--- config.mk ---
export PLATFORM = sky130hd
export DESIGN_NAME = i2c_cfg_sequencer
export DESIGN_NICKNAME = d
export VERILOG_FILES = /design/src/rtl/i2c_cfg_sequencer.sv
export SDC_FILE = /design/constraint.sdc
export NUM_CORES = 1
export LEC_CHECK = 0
export ABC_AREA = 1
export CORE_ASPECT_RATIO = 0.9
export CORE_UTILIZATION = 50
export CTS_CLUSTER_SIZE = 28
export DETAILED_ROUTE_END_ITERATION = 10
export GPL_TIMING_DRIVEN = 0
export PLACE_DENSITY = 0.76
export RECOVER_POWER = 50
export SYNTH_ARGS = -nofsm -noshare
export SYNTH_HDL_FRONTEND = slang
export SYNTH_SLANG_ARGS = --single-unit
--- constraint.sdc ---
create_clock -name iCLK -period 1.6 [get_ports iCLK]
set_input_delay 0.32 -clock iCLK [delete_from_list [all_inputs] [get_ports iCLK]]
set_output_delay 0.32 -clock iCLK [all_outputs]
set_load 0.02 [all_outputs]
--- src/rtl/i2c_cfg_sequencer.sv ---
// rtl/i2c_cfg_sequencer.sv - table-driven I2C register write sequencer
// Walks LUT_SIZE entries, writes each as one I2C transfer, retries NACKs.
module i2c_cfg_sequencer #(
    parameter int CLK_FREQ    = 50000000,
    parameter int I2C_FREQ    = 20000,
    parameter int LUT_SIZE    = 51,
    parameter int ADDR_BYTES  = 1,
    parameter int DATA_BYTES  = 1,
    parameter int MAX_RETRY   = 3,
    parameter int SKIP_ON_ERR = 0
) (
    input  logic                                    iCLK,
    input  logic                                    iRST,
    input  logic                                    iSTART,
    output logic [7:0]                              oLUT_INDEX,
    input  logic [8+8*(ADDR_BYTES+DATA_BYTES)-1:0]  iLUT_DATA,
    output logic                                    oBUSY,
    output logic                                    oDONE,
    output logic                                    oERR,
    output logic [7:0]                              oERR_INDEX,
    output logic                                    oI2C_SCLK,
    output logic                                    oSDA_OE,
    input  logic                                    iSDA
);
    localparam int ENTRY_W   = 8 + 8 * (ADDR_BYTES + DATA_BYTES);
    localparam int NUM_BYTES = 1 + ADDR_BYTES + DATA_BYTES;
    localparam int Q_RAW     = CLK_FREQ / (4 * I2C_FREQ);
    localparam int Q         = (Q_RAW < 1) ? 1 : Q_RAW;
    localparam int DIV_W     = $clog2(Q + 1);

    typedef enum logic [2:0] {
        S_IDLE, S_FETCH, S_START, S_SHIFT, S_ACK, S_STOP, S_GAP
    } state_t;

    state_t               state_q, state_d;
    logic [DIV_W-1:0]     div_q, div_d;
    logic [1:0]           phase_q, phase_d;
    logic [2:0]           bit_q, bit_d;
    logic [2:0]           byte_q, byte_d;
    logic [ENTRY_W-1:0]   shreg_q, shreg_d;
    logic [4:0]           retry_q, retry_d;
    logic                 nack_q, nack_d;
    logic                 auto_q, auto_d;
    logic [7:0]           index_q, index_d;
    logic [7:0]           err_index_q, err_index_d;
    logic                 busy_q, busy_d;
    logic                 done_q, done_d;
    logic                 err_q, err_d;
    logic                 scl_q, scl_d;
    logic                 sda_oe_q, sda_oe_d;
    logic                 ticking;
    logic                 tick;

    assign ticking = (state_q != S_IDLE) && (state_q != S_FETCH);
    assign tick    = ticking && (div_q == DIV_W'(Q - 1));

    always_comb begin
        state_d     = state_q;
        div_d       = '0;
        phase_d     = phase_q;
        bit_d       = bit_q;
        byte_d      = byte_q;
        shreg_d     = shreg_q;
        retry_d     = retry_q;
        nack_d      = nack_q;
        auto_d      = 1'b0;
        index_d     = index_q;
        err_index_d = err_index_q;
        busy_d      = busy_q;
        done_d      = done_q;
        err_d       = err_q;
        scl_d       = scl_q;
        sda_oe_d    = sda_oe_q;

        if (ticking) begin
            div_d = tick ? '0 : div_q + 1'b1;
        end
        if (tick) begin
            phase_d = phase_q + 2'd1;
        end

        case (state_q)
            S_IDLE: begin
                // Auto-start after reset behaves exactly like a host iSTART.
                if (iSTART || auto_q) begin
                    done_d      = 1'b0;
                    err_d       = 1'b0;
                    err_index_d = 8'd0;
                    index_d     = 8'd0;
                    retry_d     = 5'd0;
                    busy_d      = 1'b1;
                    state_d     = S_FETCH;
                end
            end
            S_FETCH: begin
                shreg_d              = iLUT_DATA;
                shreg_d[ENTRY_W-8]   = 1'b0;
                phase_d              = 2'd0;
                bit_d                = 3'd0;
                byte_d               = 3'd0;
                nack_d               = 1'b0;
                state_d              = S_START;
            end
            S_START: if (tick) begin
                if (phase_q == 2'd1) sda_oe_d = 1'b1;
                if (phase_q == 2'd3) begin
                    scl_d   = 1'b0;
                    state_d = S_SHIFT;
                end
            end
            S_SHIFT: if (tick) begin
                case (phase_q)
                    2'd0: sda_oe_d = ~shreg_q[ENTRY_W-1];
                    2'd1: scl_d    = 1'b1;
                    2'd3: begin
                        scl_d   = 1'b0;
                        shreg_d = shreg_q << 1;
                        bit_d   = bit_q + 3'd1;
                        if (bit_q == 3'd7) state_d = S_ACK;
                    end
                    default: ;
                endcase
            end
            S_ACK: if (tick) begin
                case (phase_q)
                    2'd0: sda_oe_d = 1'b0;
                    2'd1: scl_d    = 1'b1;
                    2'd2: nack_d   = iSDA;
                    default: begin
                        scl_d  = 1'b0;
                        byte_d = byte_q + 3'd1;
                        if (nack_q || byte_q == 3'(NUM_BYTES - 1)) state_d = S_STOP;
                        else                                       state_d = S_SHIFT;
                    end
                endcase
            end
            S_STOP: if (tick) begin
                case (phase_q)
                    2'd0: sda_oe_d = 1'b1;
                    2'd1: scl_d    = 1'b1;
                    2'd2: sda_oe_d = 1'b0;
                    default: state_d = S_GAP;
                endcase
            end
            S_GAP: if (tick && phase_q == 2'd3) begin
                retry_d = retry_q + 5'd1;
                state_d = S_FETCH;
                if (!nack_q || retry_q >= 5'(MAX_RETRY)) begin
                    if (nack_q) begin
                        err_d = 1'b1;
                        if (!err_q) err_index_d = index_q;
                    end
                    retry_d = 5'd0;
                    if ((nack_q && SKIP_ON_ERR == 0) || index_q == 8'(LUT_SIZE - 1)) begin
                        state_d = S_IDLE;
                        busy_d  = 1'b0;
                        done_d  = 1'b1;
                    end else begin
                        index_d = index_q + 8'd1;
                    end
                end
            end
            default: state_d = S_IDLE;
        endcase
    end

    always_ff @(posedge iCLK) begin
        if (iRST) begin
            state_q     <= S_IDLE;
            div_q       <= '0;
            phase_q     <= 2'd0;
            bit_q       <= 3'd0;
            byte_q      <= 3'd0;
            shreg_q     <= '0;
            retry_q     <= 5'd0;
            nack_q      <= 1'b0;
            auto_q      <= 1'b1;
            index_q     <= 8'd0;
            err_index_q <= 8'd0;
            busy_q      <= 1'b0;
            done_q      <= 1'b0;
            err_q       <= 1'b0;
            scl_q       <= 1'b1;
            sda_oe_q    <= 1'b0;
        end else begin
            state_q     <= state_d;
            div_q       <= div_d;
            phase_q     <= phase_d;
            bit_q       <= bit_d;
            byte_q      <= byte_d;
            shreg_q     <= shreg_d;
            retry_q     <= retry_d;
            nack_q      <= nack_d;
            auto_q      <= auto_d;
            index_q     <= index_d;
            err_index_q <= err_index_d;
            busy_q      <= busy_d;
            done_q      <= done_d;
            err_q       <= err_d;
            scl_q       <= scl_d;
            sda_oe_q    <= sda_oe_d;
        end
    end

    assign oLUT_INDEX = index_q;
    assign oBUSY      = busy_q;
    assign oDONE      = done_q;
    assign oERR       = err_q;
    assign oERR_INDEX = err_index_q;
    assign oI2C_SCLK  = scl_q;
    assign oSDA_OE    = sda_oe_q;
endmodule

Yosys cells after proc, flatten, opt, wreduce, memory -nomap -nowiden
Index checks and enable logic that the tools add are counted.
Word-level totals
  register bits after elaboration: 73
  bits in latches: 0
  memory bits (writable): 0
  memory bits (read-only): 0
  input port bits: 28
  logic and storage cells: 165
  memories kept: 0
Cells by class
  add/sub/neg operators: 6
  multipliers: 0
  divide/modulo/power cells: 0
  order comparisons: 1
  eq/ne operators: 38
  shift-type cells: 0
  multiplexer cells: 72
  bitwise operators: 2
  reduce and logical (&&, ||, !) cells: 30
Operator list (count)
  $mux 8: 8
  $mux 24: 2
  $mux 3: 16
  $pmux 24 s2: 1
  $ne 2x2->1 const B: 22
  $pmux 8 s2: 2
  $mux 1: 27
  $pmux 3 s7: 1
  $reduce_and 9->1: 2
  $mux 5: 3
  $reduce_and 5->1: 3
  $pmux 1 s2: 7
  $eq 3x3->1 const B: 4
  $pmux 3 s2: 2
  $reduce_and 3->1: 4
  $reduce_and 11->1: 1
  $add 10x1->10 const B: 1
  $eq 10x10->1 const B: 1
  $pmux 5 s2: 1
  $eq 3x2->1 const B: 3
  $add 8x1->8 const B: 1
  $eq 8x6->1 const B: 1
  $pmux 1 s4: 2
  $add 3x1->3 const B: 2
  20 further kinds: 32

Depth between registers and ports, before layout
  depth in word-level cells: 6
  depth in mapped cells: 13

Worst setup path after synthesis
OpenSTA, ideal clock, no wires.
  kind: reg2reg
  start point: reg state_q[2]
  end point: reg index_q[6], in the netlist oLUT_INDEX[6]
  library setup time: 0.114 ns
  arrival: 1.652 ns
  setup slack: -0.166 ns
  cell stages (with the launch flop): 12
  clock period less this slack: 1.766 ns
  cell sequence: dfxtp_1 > inv_1 > ha_1 > inv_1 > nand2_1 > nor2_4 > nand4_4 > nand2_4 > nand3_2 > buf_6 > o21ai_1 > nor2_1
Between the ends
  longest elaborated chain between the ends: 6
  elaborated cells on any way between the ends: 14
  classes of those cells: 6 x eq/ne; 1 x mux; 7 x reduce/logical
Ends and longest elaborated chain
  start: declaration: line 35  | state_t state_q, state_d;
  start signal: assignment: line 186  | state_q <= state_d;
  $ne 3x1->1 or $reduce_bool 3->1 (tied branches): line 54  | assign ticking = (state_q != S_IDLE) && (state_q != S_FETCH);
  $logic_and 1x1->1: line 54
  $logic_and 1x1->1: line 55  | assign tick = ticking && (div_q == DIV_W'(Q - 1));
  $logic_and 1x1->1: line 145  | S_GAP: if (tick && phase_q == 2'd3) begin
  $ne 2x2->1 (no source line)
  $reduce_and 5->1 (no source line)
  end signal: assignment: line 195  | index_q <= index_d;
  end: declaration: line 44  | logic [7:0] index_q, index_d;
Several ways; a longest one is shown, not always the timed one.
A chain may end at the register's enable or synchronous reset.

Worst setup path after layout
  start point: reg state_q[1]
  end point: reg shreg_q[15]
Between the ends
  longest elaborated chain between the ends: 5
  elaborated cells on any way between the ends: 11
  classes of those cells: 5 x eq/ne; 1 x mux; 5 x reduce/logical
Ends and longest elaborated chain
  $ne 3x1->1 or $reduce_bool 3->1 (tied branches): line 54
  $logic_and 1x1->1: line 54
  $logic_and 1x1->1: line 55
  $ne 2x2->1 (no source line)
  $reduce_and 3->1 (no source line)
  end signal: assignment: line 191  | shreg_q <= shreg_d;
  end: declaration: line 40  | logic [ENTRY_W-1:0] shreg_q, shreg_d;
Several ways; a longest one is shown, not always the timed one.

==> out/results.tsv <==
stage	metric	value	unit
critical_path	cp.required	1.89	ns
logic_synthesis	syn_nets	617	
global_routing	grt_pass1_vias	3520	
detailed_routing	drt_iter0_markers	204	
global_routing	antenna_found_initial	0	
floorplanning	dieHeight	86.68	microns
power	power.leakage	2.355	nW
detailed_routing	ant_nets	0	
detailed_routing	vias	3980	
placed_design	io_buffers	47	
layout	diodes	0	
cts	clk_pin_slew	0.07	ns
timing	fin_crit_sh	114.8	%
timing	slew_headroom	61.80	%
detailed_routing	drt_pass1_iterations	5	
logic_synthesis	ys_ff_latch	73	
logic_synthesis	ys.warnings.count	0	
layout	drive_above_1_share	25.23	%
placed_design	place.gp.congestion	0.8685	
detailed_routing	drc	0	
cts	htreeDepth	3	
critical_path	crit_path_max_fanout	7	
timing	hold_slack	0.4512	ns
timing	slew_violations	0	
run_status	outcome	finished, violations left	
power	power.density	1542	mW/mm^2
timing	period_minus_slack	1.836	ns
global_routing	grt_first_pass_wirelength	15.69	mm
floorplanning	die_width	96.09	microns
logic_synthesis	synth_top_cell_by_area	dfxtp_1	
job	max_cap_violations	0	
logic_synthesis	synth_top_area_share	36.68	%
timing	finalSetupViolations	58	
worst_hold_path	hp-start	retry_q[2]	
critical_path	cp-start-kind	register	
cts	cts_buffers	9	
critical_path	arrival	2.13	ns
run_status	violations	negative setup slack	
floorplanning	initial_utilization	52.28	%
power	total_power	0.008464	W
cts	cts_buffer_depth	2	
timing	finClkSkew	0.009887	ns
layout	fin_nets	700	
cts	clock-root-buffer	clkbuf_8	
logic_synthesis	synthCells	574	
cts	clock_latency	0.35	ns
critical_path	reg2reg_from	state_q[1]	
worst_hold_path	whs_path_depth	2	
timing	tightest_slew	0.5730	ns
power	vdd_drop_max	0.0007276	V
logic_synthesis	ys_seq_area_share	36.68	%
logic_synthesis	postSynthAreaPerCell	6.940	sq um
floorplanning	rows	30	
timing	finalHoldViolCount	0	
timing	finalWorstSetupSlack	-0.2364	ns
layout	layout_commonest_cell	nand2_1	
worst_hold_path	hold_end	retry_q[2]	
detailed_routing	via_per_inst	5.251	
floorplanning	ios	49	
critical_path	crit_type	register to register	
timing	fmax	544.6	MHz
layout	final_cell_mix	107 x nand2_1, 75 x nor2_1, 71 x dfxtp_1	
layout	area_delta_synth_final	37.81	%
cts	cts_tree	built	
detailed_routing	routed_wirelength	10.14	mm
floorplanning	coreArea	0.007620	sq mm
cts	clock-sinks	73	
logic_synthesis	yosys-top-cells-area	dfxtp_1 37%, nand2_1 12%, nor2_1 7.5%	
global_routing	grtUsageTotal	23.76	%
worst_hold_path	min_path_type	register to register	
global_routing	grt_max_degree	13	
detailed_routing	wire_per_inst	13.38	microns
global_routing	grt_overflow	0	
critical_path	r2r_cells	11	
placed_design	place_hpwl	6.606	mm
floorplanning	dieArea	0.008329	sq mm
critical_path	r2r_end	shreg_q[15]	
logic_synthesis	yosysUniqueCellTypes	38	
critical_path	crit_start	state_q[1]	
critical_path	regToRegSetupSlack	-0.24	ns
critical_path	critPathCaptureType	register	
layout	final_util	72.05	%
logic_synthesis	netlist_area	0.003984	sq mm
timing	rsz0062_at_grt	yes	
synth_stat cells:
cell type and instances:
inv_2 6, nand3_2 5, and3_1 1, o21a_1 1, clkbuf_2 1, a21boi_0 1
nor3_1 15, nor2_1 80, xor2_1 2, a211oi_1 1, buf_8 2, o21ai_1 2
nand2_2 1, ha_1 15, buf_6 5, nand3_1 20, clkinv_1 1, nand2_4 4
inv_1 64, nor2_8 1, clkbuf_1 8, nand2_1 124, clkbuf_8 2, xnor2_1 2
o211ai_1 1, buf_2 4, o2111ai_1 1, nor2_4 4, dfxtp_1 73, nand4_4 1
nor3b_1 2, nand3_4 1, inv_6 1, o21bai_1 3, a21oi_1 52, nand4_1 15
and3_2 1, o21ai_0 51
cells by family after synthesis:
| logic type | share of synthesized area [%] |
|---|---|
| simple gates | 31.85 |
| flops | 36.68 |
| buf+inv | 11.15 |
| fa+ha+maj | 4.711 |
| xor+xnor | 0.8796 |
| compound gates | 14.73 |
critical path: stages, from the launching register on:
cell,delay (ns)
dfxtp_4,0.39
inv_8,0.04
ha_4,0.16
inv_2,0.06
nand2_2,0.06
nor2_4,0.18
nand4_4,0.21
nand2_4,0.16
nand2_8,0.09
buf_12,0.18
clkbuf_16,0.15
a21oi_2,0.10
final cells by class:
class                   instances  area (sq um)
multi-input cells             407          2452
fillers                       596          2130
flip-flops and latches         73          1469
repair buffers                 73         715.7
inverters                      72         286.5
plain buffers                  21         211.5
clock buffers                  11         131.4
well taps                      96         120.1
clock inverters                 5         103.9
per-layer routing:
| metal | track usage, % | vias up | share of wire, % |
|---|---|---|---|
| li1 | - | 2020 | - |
| met1 | 31.89 | 1844 | 46 |
| met2 | 38.81 | 98 | 48 |
| met3 | 4.123 | 18 | 4.4 |
| met4 | 7.056 | 0 | 1.6 |
| met5 | 0 | - | 0 |
power by group:
part	total [W]	internal, W	leakage (nW)	switching, W
Combinational	0.00422	0.00180	1.64	0.00241
Sequential	0.00251	0.00227	0.598	0.000237
Clock	0.00174	0.00104	0.118	0.000705
how the worst max path moves through the flow:
stage	end	cells after the start	slack (ns)
after floorplan	oLUT_INDEX[6]	12	-0.05
after global placement	shreg_q[17]	6	-0.65
after detailed placement	shreg_q[17]	6	-0.64
after CTS	shreg_q[17]	12	-0.18
after global routing	oERR_INDEX[1]	12	-0.31
final	shreg_q[15]	11	-0.24
through the flow:
step / area (sq um) / setup TNS (ns) / setup slack [ns] / cells
floorplan: 4158 / -0.8680 / -0.05429 / 574
global placement: 4748 / -31.17 / -0.6497 / 717
detailed placement: 4748 / -31.06 / -0.6382 / 717
CTS: 5101 / -6.981 / -0.1777 / 741
global route: 5490 / -15.49 / -0.3053 / 758
finish: 5490 / -10.46 / -0.2364 / 758
repair_timing:
| item | 4_1_cts | 5_1_grt |
|---|---|---|
| cloned | 1 | 5 |
| pin swaps | 5 | 16 |
| hold endpoints to repair | 0 | 0 |
| buffers inserted | 7 | 13 |
| gates resized for setup | 47 | 52 |
| endpoints found under the setup margin | 90 | 70 |
| hold buffers | 0 | 0 |
sequential cells by signal, indices dropped and copies added (netlist names), 2 cells and up:
name,flops
bit_q,3
byte_q,3
div_q,10
oERR_INDEX,8
oLUT_INDEX,8
phase_q,2
retry_q,5
shreg_q,24
state_q,3
Power figures use the tool's default switching activity.
